[src/rtl/gpio_irq_sequencer.sv]
`default_nettype none
// ============================================================================
// Module      : gpio_irq_sequencer
// Description : Avalon-MM master that owns a five-register GPIO slave.
//               Programs it after reset and on request, forwards output
//               writes, services the interrupt (capture, re-arm, ack) and
//               buffers captured input events in a FWFT FIFO.
// Revision    : 1.0 - initial release
// ============================================================================
module gpio_irq_sequencer #(
    parameter int unsigned FIFO_DEPTH  = 4,
    parameter logic [31:0] ENABLE_INIT = 32'h0,
    parameter logic [31:0] MASK_INIT   = 32'h0,
    parameter logic [31:0] POOL_INIT   = 32'h0
) (
    input  logic        clk,
    input  logic        reset_n,
    output logic        avm_write,
    output logic        avm_read,
    output logic [4:0]  avm_address,
    output logic [31:0] avm_writedata,
    input  logic [31:0] avm_readdata,
    input  logic        gpio_irq,
    input  logic        cfg_valid,
    output logic        cfg_ready,
    input  logic [31:0] cfg_enable,
    input  logic [31:0] cfg_mask,
    input  logic        out_valid,
    output logic        out_ready,
    input  logic [31:0] out_data,
    output logic        ev_valid,
    input  logic        ev_ready,
    output logic [31:0] ev_data,
    output logic [31:0] ev_changed,
    output logic        ev_overflow,
    input  logic        ovf_clr
);

    localparam int unsigned     c_PTR_W     = $clog2(FIFO_DEPTH);
    localparam logic [c_PTR_W:0] c_PTR_ONE  = (c_PTR_W+1)'(1);
    localparam logic [c_PTR_W:0] c_DEPTH    = (c_PTR_W+1)'(FIFO_DEPTH);
    localparam logic [4:0]      c_ADDR_DATA = 5'd0;
    localparam logic [4:0]      c_ADDR_EN   = 5'd4;
    localparam logic [4:0]      c_ADDR_MASK = 5'd8;
    localparam logic [4:0]      c_ADDR_POOL = 5'd12;
    localparam logic [4:0]      c_ADDR_ACK  = 5'd16;

    typedef enum logic [3:0] {
        INIT_EN   = 4'd0,
        INIT_MASK = 4'd1,
        INIT_POOL = 4'd2,
        IDLE      = 4'd3,
        RD_DATA   = 4'd4,
        WR_POOL   = 4'd5,
        WR_ACK    = 4'd6,
        SETTLE1   = 4'd7,
        SETTLE2   = 4'd8,
        CFG_EN    = 4'd9,
        CFG_MASK  = 4'd10,
        WR_OUT    = 4'd11
    } state_t;

    state_t              state_q, state_d;
    logic [31:0]         din_q, din_d;           // value captured in RD_DATA
    logic [31:0]         pool_q, pool_d;         // shadow of the slave pool register
    logic [31:0]         cfg_en_q, cfg_en_d;
    logic [31:0]         cfg_mask_q, cfg_mask_d;
    logic [31:0]         out_data_q, out_data_d;
    logic                ovf_q, ovf_d;
    logic [c_PTR_W:0]    wr_ptr_q, wr_ptr_d;
    logic [c_PTR_W:0]    rd_ptr_q, rd_ptr_d;
    logic [63:0]         fifo_mem_q [FIFO_DEPTH];

    logic [c_PTR_W:0]    w_count;
    logic                w_full;
    logic                w_push_req;
    logic                w_push_ok;
    logic                w_pop;
    logic                w_drop;
    logic [63:0]         w_push_word;
    logic [63:0]         w_head;

    assign w_count     = wr_ptr_q - rd_ptr_q;
    assign w_full      = (w_count == c_DEPTH);
    assign ev_valid    = (wr_ptr_q != rd_ptr_q);
    assign w_pop       = ev_valid & ev_ready;
    assign w_push_req  = (state_q == RD_DATA);
    // A full FIFO still accepts the push when the consumer frees a slot this cycle.
    assign w_push_ok   = w_push_req & (~w_full | w_pop);
    assign w_drop      = w_push_req & w_full & ~w_pop;
    assign w_push_word = {avm_readdata, avm_readdata ^ pool_q};
    assign w_head      = fifo_mem_q[rd_ptr_q[c_PTR_W-1:0]];
    // Head is masked when empty so the outputs read zero after reset/flush.
    assign ev_data     = ev_valid ? w_head[63:32] : 32'h0;
    assign ev_changed  = ev_valid ? w_head[31:0]  : 32'h0;
    assign ev_overflow = ovf_q;

    // State register
    always_ff @(posedge clk or negedge reset_n) begin
        if (!reset_n) state_q <= INIT_EN;
        else          state_q <= state_d;
    end

    // Next state, bus access decode and grant handshakes
    always_comb begin
        state_d       = state_q;
        avm_write     = 1'b0;
        avm_read      = 1'b0;
        avm_address   = c_ADDR_DATA;
        avm_writedata = 32'h0;
        cfg_ready     = 1'b0;
        out_ready     = 1'b0;
        case (state_q)
            INIT_EN:   begin avm_write = 1'b1; avm_address = c_ADDR_EN;   avm_writedata = ENABLE_INIT; state_d = INIT_MASK; end
            INIT_MASK: begin avm_write = 1'b1; avm_address = c_ADDR_MASK; avm_writedata = MASK_INIT;   state_d = INIT_POOL; end
            INIT_POOL: begin avm_write = 1'b1; avm_address = c_ADDR_POOL; avm_writedata = POOL_INIT;   state_d = IDLE;      end
            IDLE: begin
                // Interrupt service always wins; a persistent irq starves the others.
                if (gpio_irq) begin
                    state_d = RD_DATA;
                end else if (cfg_valid) begin
                    cfg_ready = 1'b1;
                    state_d   = CFG_EN;
                end else if (out_valid) begin
                    out_ready = 1'b1;
                    state_d   = WR_OUT;
                end
            end
            RD_DATA:  begin avm_read  = 1'b1; avm_address = c_ADDR_DATA;                              state_d = WR_POOL; end
            WR_POOL:  begin avm_write = 1'b1; avm_address = c_ADDR_POOL; avm_writedata = din_q;       state_d = WR_ACK;  end
            WR_ACK:   begin avm_write = 1'b1; avm_address = c_ADDR_ACK;  avm_writedata = 32'h1;       state_d = SETTLE1; end
            // The slave needs one cycle to register the ack and one more to drop irq.
            SETTLE1:  state_d = SETTLE2;
            SETTLE2:  state_d = IDLE;
            CFG_EN:   begin avm_write = 1'b1; avm_address = c_ADDR_EN;   avm_writedata = cfg_en_q;    state_d = CFG_MASK; end
            CFG_MASK: begin avm_write = 1'b1; avm_address = c_ADDR_MASK; avm_writedata = cfg_mask_q;  state_d = IDLE;     end
            WR_OUT:   begin avm_write = 1'b1; avm_address = c_ADDR_DATA; avm_writedata = out_data_q;  state_d = IDLE;     end
            default:  state_d = INIT_EN;
        endcase
        // Reset state is INIT_EN, so the bus must be forced quiet while reset is held.
        if (!reset_n) begin
            avm_write     = 1'b0;
            avm_read      = 1'b0;
            avm_address   = c_ADDR_DATA;
            avm_writedata = 32'h0;
            cfg_ready     = 1'b0;
            out_ready     = 1'b0;
        end
    end

    // Datapath next-state: captures, pool shadow, FIFO pointers, overflow flag
    always_comb begin
        din_d      = din_q;
        pool_d     = pool_q;
        cfg_en_d   = cfg_en_q;
        cfg_mask_d = cfg_mask_q;
        out_data_d = out_data_q;
        wr_ptr_d   = wr_ptr_q;
        rd_ptr_d   = rd_ptr_q;
        ovf_d      = ovf_q;
        if (state_q == RD_DATA)   din_d  = avm_readdata;
        if (state_q == INIT_POOL) pool_d = POOL_INIT;
        if (state_q == WR_POOL)   pool_d = din_q;
        if (cfg_ready) begin
            cfg_en_d   = cfg_enable;
            cfg_mask_d = cfg_mask;
        end
        if (out_ready) out_data_d = out_data;
        if (w_push_ok) wr_ptr_d = wr_ptr_q + c_PTR_ONE;
        if (w_pop)     rd_ptr_d = rd_ptr_q + c_PTR_ONE;
        // A drop in the same cycle as a clear keeps the flag set.
        if (w_drop)       ovf_d = 1'b1;
        else if (ovf_clr) ovf_d = 1'b0;
    end

    // Datapath registers
    always_ff @(posedge clk or negedge reset_n) begin
        if (!reset_n) begin
            din_q      <= 32'h0;
            pool_q     <= POOL_INIT;
            cfg_en_q   <= 32'h0;
            cfg_mask_q <= 32'h0;
            out_data_q <= 32'h0;
            wr_ptr_q   <= '0;
            rd_ptr_q   <= '0;
            ovf_q      <= 1'b0;
        end else begin
            din_q      <= din_d;
            pool_q     <= pool_d;
            cfg_en_q   <= cfg_en_d;
            cfg_mask_q <= cfg_mask_d;
            out_data_q <= out_data_d;
            wr_ptr_q   <= wr_ptr_d;
            rd_ptr_q   <= rd_ptr_d;
            ovf_q      <= ovf_d;
        end
    end

    // Event storage; contents are don't-care outside the pointer window
    always_ff @(posedge clk) begin
        if (w_push_ok) fifo_mem_q[wr_ptr_q[c_PTR_W-1:0]] <= w_push_word;
    end

endmodule
`default_nettype wire

[config.mk]
export PLATFORM = sky130hd
export DESIGN_NAME = gpio_irq_sequencer
export DESIGN_NICKNAME = d
export VERILOG_FILES = /design/src/rtl/gpio_irq_sequencer.sv
export SDC_FILE = /design/constraint.sdc
export NUM_CORES = 1
export LEC_CHECK = 0
export CAP_MARGIN = 10
export CELL_PAD_IN_SITES_DETAIL_PLACEMENT = 1
export CELL_PAD_IN_SITES_GLOBAL_PLACEMENT = 1
export CORE_AREA = 2 2 213 215
export DETAILED_ROUTE_END_ITERATION = 16
export DIE_AREA = 0 0 215 217
export GPL_ROUTABILITY_DRIVEN = 0
export PLACE_DENSITY = 0.78
export SLEW_MARGIN = 30
export SYNTH_ARGS = -nofsm -noshare
export SYNTH_HDL_FRONTEND = slang
export SYNTH_SLANG_ARGS = --single-unit
[constraint.sdc]
create_clock -name clk -period 11.9 [get_ports clk]
set_clock_uncertainty 0.2 [all_clocks]
set_input_delay 3.57 -clock clk [delete_from_list [all_inputs] [get_ports clk]]
set_output_delay 3.57 -clock clk [all_outputs]
set_load 0.02 [all_outputs]
==> results.py <==
metrics = {
    "global_routing": {
        "grt_pass1_vias": 10944,
        "grt_pass1_wl_um": 68800,
        "grt_max_degree": 68,
        "grt_overflow": 0,
        "track_usage": 0.195,
        "antenna_found_initial": 3,
    },
    "setup_path": {
        "crit_required_ns": 8.13,
        "crit_fanout": 59,
        "critPathMaxStageDelay_ns": 0.64,
        "worstPathCellList": "clkbuf_8, o21ai_0, nor2_1, o21ai_4, buf_16, a21oi_1, clkdlybuf4s50_1",
        "slowest_stage": "clkdlybuf4s50_1",
        "endpoint_kind": "output port",
        "path_class": "input pin to output port",
        "critPathArrivalTime_ns": 5.51,
        "path_buf_inv": 3,
        "cp-start-kind": "input pin",
        "path_delay_family": "buffers and inverters",
    },
    "die": {
        "die_area_um2": 46700,
        "die_width_um": 215,
        "rows": 78,
        "start_util": 0.393,
        "die_h_um": 217,
        "num_io_pins": 242,
        "coreArea_um2": 44700,
    },
    "finish": {
        "mostFrequentLayoutCell": "edfxtp_1",
        "drive_above_1_share": 0.232,
        "finalNetCount": 1412,
        "final_cell_mix": "256 x edfxtp_1, 238 x clkdlybuf4s50_1, 169 x dfrtp_1",
        "syn_to_final_growth_pct": 27.0,
    },
    "clock_network": {
        "root_buffer": "clkbuf_16",
        "clock-sinks": 427,
        "cts_hold_buffers": 0,
        "clk_latency_ns": 0.57,
        "post_cts_buffers": 0,
        "cts_tree": "built",
        "clk_pin_slew_ns": 0.06,
        "cts_buffers": 46,
        "cts_resized": 0,
        "cts.htree.levels": 2,
        "cts.path.max_buffers": 3,
    },
    "hold_path": {
        "min_path_type": "flip-flop to flip-flop",
    },
    "power": {
        "cellLeakagePower_nw": 8.26,
        "fin_total_pwr_mw": 5.74,
        "p_per_area_nw_per_um2": 257,
        "irDropWorstVdd_mv": 0.135,
    },
    "yosys": {
        "synth_cell_types": 45,
        "synth-seq-area-share": 0.681,
        "synth_cells": 1024,
        "ys_ff_latch": 427,
        "synth_area_leaders": "edfxtp_1 44%, dfrtp_1 24%, mux2_2 8.3%, mux4_2 8.2%, and2_1 2.5%",
        "yosysWarnings": 0,
        "syn_area_um2": 17600,
        "synth_top_cell_area_share": 0.437,
        "synth_top_area_cell": "edfxtp_1",
        "syn_area_per_cell_um2": 17.2,
    },
    "route": {
        "viasPerCell": 5.24,
        "firstDrtPassIters": 4,
        "drt_iter0_drc": 534,
        "wl_per_cell_um": 23.6,
        "via_count": 10009,
        "remaining_drc_errors": 0,
        "postRouteAntennaNets": 0,
        "drt-total-wl_um": 45000,
    },
    "sta": {
        "max_freq_ghz": 0.108,
        "whs_ns": 0.283,
        "slew_headroom": 0.409,
        "maxSlewViolCount": 0,
        "finalSetupViolCount": 0,
        "tightest_slew_ns": 0.887,
        "min_period_ns": 9.28,
        "setup-tns-final_ns": 0,
        "final.period_utilization": 0.780,
        "rsz0062_at_grt": "no",
        "hold_violations": 0,
    },
    "status": {
        "status": "complete, no violations",
    },
    "run": {
        "maxCapViolations": 0,
    },
    "placed_design": {
        "dp_hpwl_um": 30200,
        "place.port_buffers": 239,
    },
}
flip-flops by register name, indices dropped and copies added (netlist names):
register	cells
out_data_q	32
pool_q	32
cfg_en_q	32
state_q	4
fifo_mem_q	256
wr_ptr_q	3
din_q	32
ev_overflow	1
rd_ptr_q	3
cfg_mask_q	32
per-layer routing:
| metal | GRT usage | wire, µm | vias up |
|---|---|---|---|
| li1 | - | - | 4429 |
| met1 | 0.265 | 20000 | 5253 |
| met2 | 0.316 | 21500 | 258 |
| met3 | 0.0449 | 2560 | 67 |
| met4 | 0.0575 | 962 | 2 |
| met5 | 0 | 13 | - |
synthesized netlist by cell type, drive strengths merged:
| cell | number |
|---|---|
| o32ai | 1 |
| o21ai | 5 |
| xnor2 | 4 |
| a22oi | 21 |
| and2 | 71 |
| nor4 | 1 |
| a211oi | 1 |
| mux4 | 64 |
| a222oi | 11 |
| or2 | 1 |
| nand2b | 4 |
| nand3 | 2 |
| ha | 7 |
| a211o | 2 |
| a22o | 43 |
| conb | 1 |
| buf | 42 |
| nor2 | 27 |
| nor3b | 1 |
| mux2 | 151 |
| inv | 9 |
| dfrtp | 171 |
| mux2i | 2 |
| or3 | 1 |
| nor3 | 5 |
| xor2 | 32 |
| clkbuf | 21 |
| and3 | 1 |
| a21oi | 27 |
| o22ai | 2 |
| nor2b | 6 |
| edfxtp | 256 |
| nand4 | 1 |
| o21a | 2 |
| nand2 | 27 |
| o21bai | 1 |
power by group:
group          internal (mW)  leakage, nW  total (mW)  switching (mW)
clock network          0.909        0.777        1.49           0.579
registers               1.95         4.47        2.20           0.252
logic                   1.02         3.00        2.05            1.03
total                   3.88         8.26        5.74            1.86
path summary, 6_finish.rpt:
check / cells past startpoint / slack, ns / endpoint / start
min in group asynchronous: 1 / 2.76 / cfg_mask_q[28]$_DFFE_PN0P_ / reset_n
setup / recovery: 7 / 2.62 / avm_writedata[3] / reset_n
hold reg to reg: 1 / 0.28 / out_data_q[24]$_DFFE_PN0P_ / out_data_q[24]$_DFFE_PN0P_
max in group asynchronous: 2 / 7.40 / rd_ptr_q[0]$_DFFE_PN0P_ / reset_n
hold / removal: 1 / 0.28 / out_data_q[24]$_DFFE_PN0P_ / out_data_q[24]$_DFFE_PN0P_
setup reg to reg: 5 / 8.20 / fifo_mem_q[3][55]$_DFFE_PP_ / rd_ptr_q[0]$_DFFE_PN0P_
cell type report:
class                           instances  area, µm²
Antenna cell                            2       5.00
Sequential cell                       427      12000
Clock buffer                           60       1280
Inverter                                9       36.3
Timing Repair Buffer                  260       2650
Clock inverter                         25        303
Fill cell                            4315      22400
Multi-Input combinational cell        526       5330
Tap cell                              600        751
metrics by stage:
stage                     instance area (µm²)  cells   util  worst slack (ns)
after global routing                    22300   1909  0.499              2.36
after floorplan                         17600   1025      -              3.75
after detailed placement                20700   1821  0.463              2.55
final                                   22300   1909  0.499              2.62
after global placement                  20600   1816  0.461              2.61
after CTS                               22300   1906  0.499              2.53
logic make-up (layout without fill, tap and decap cells):
logic type / count (synthesis) / count (layout) / synth area share
other: 1 / 4 / 0.000213
multiplexers: 217 / 217 / 0.180
adder cells (fa/ha/maj): 7 / 7 / 0.00498
flip-flops: 427 / 427 / 0.681
buffers and inverters: 72 / 354 / 0.0191
AO/OA/AOI/OAI: 116 / 116 / 0.0500
XOR/XNOR: 36 / 36 / 0.0179
AND/OR/NAND/NOR: 148 / 148 / 0.0471
No activity file was read; power rests on OpenSTA's default activity.
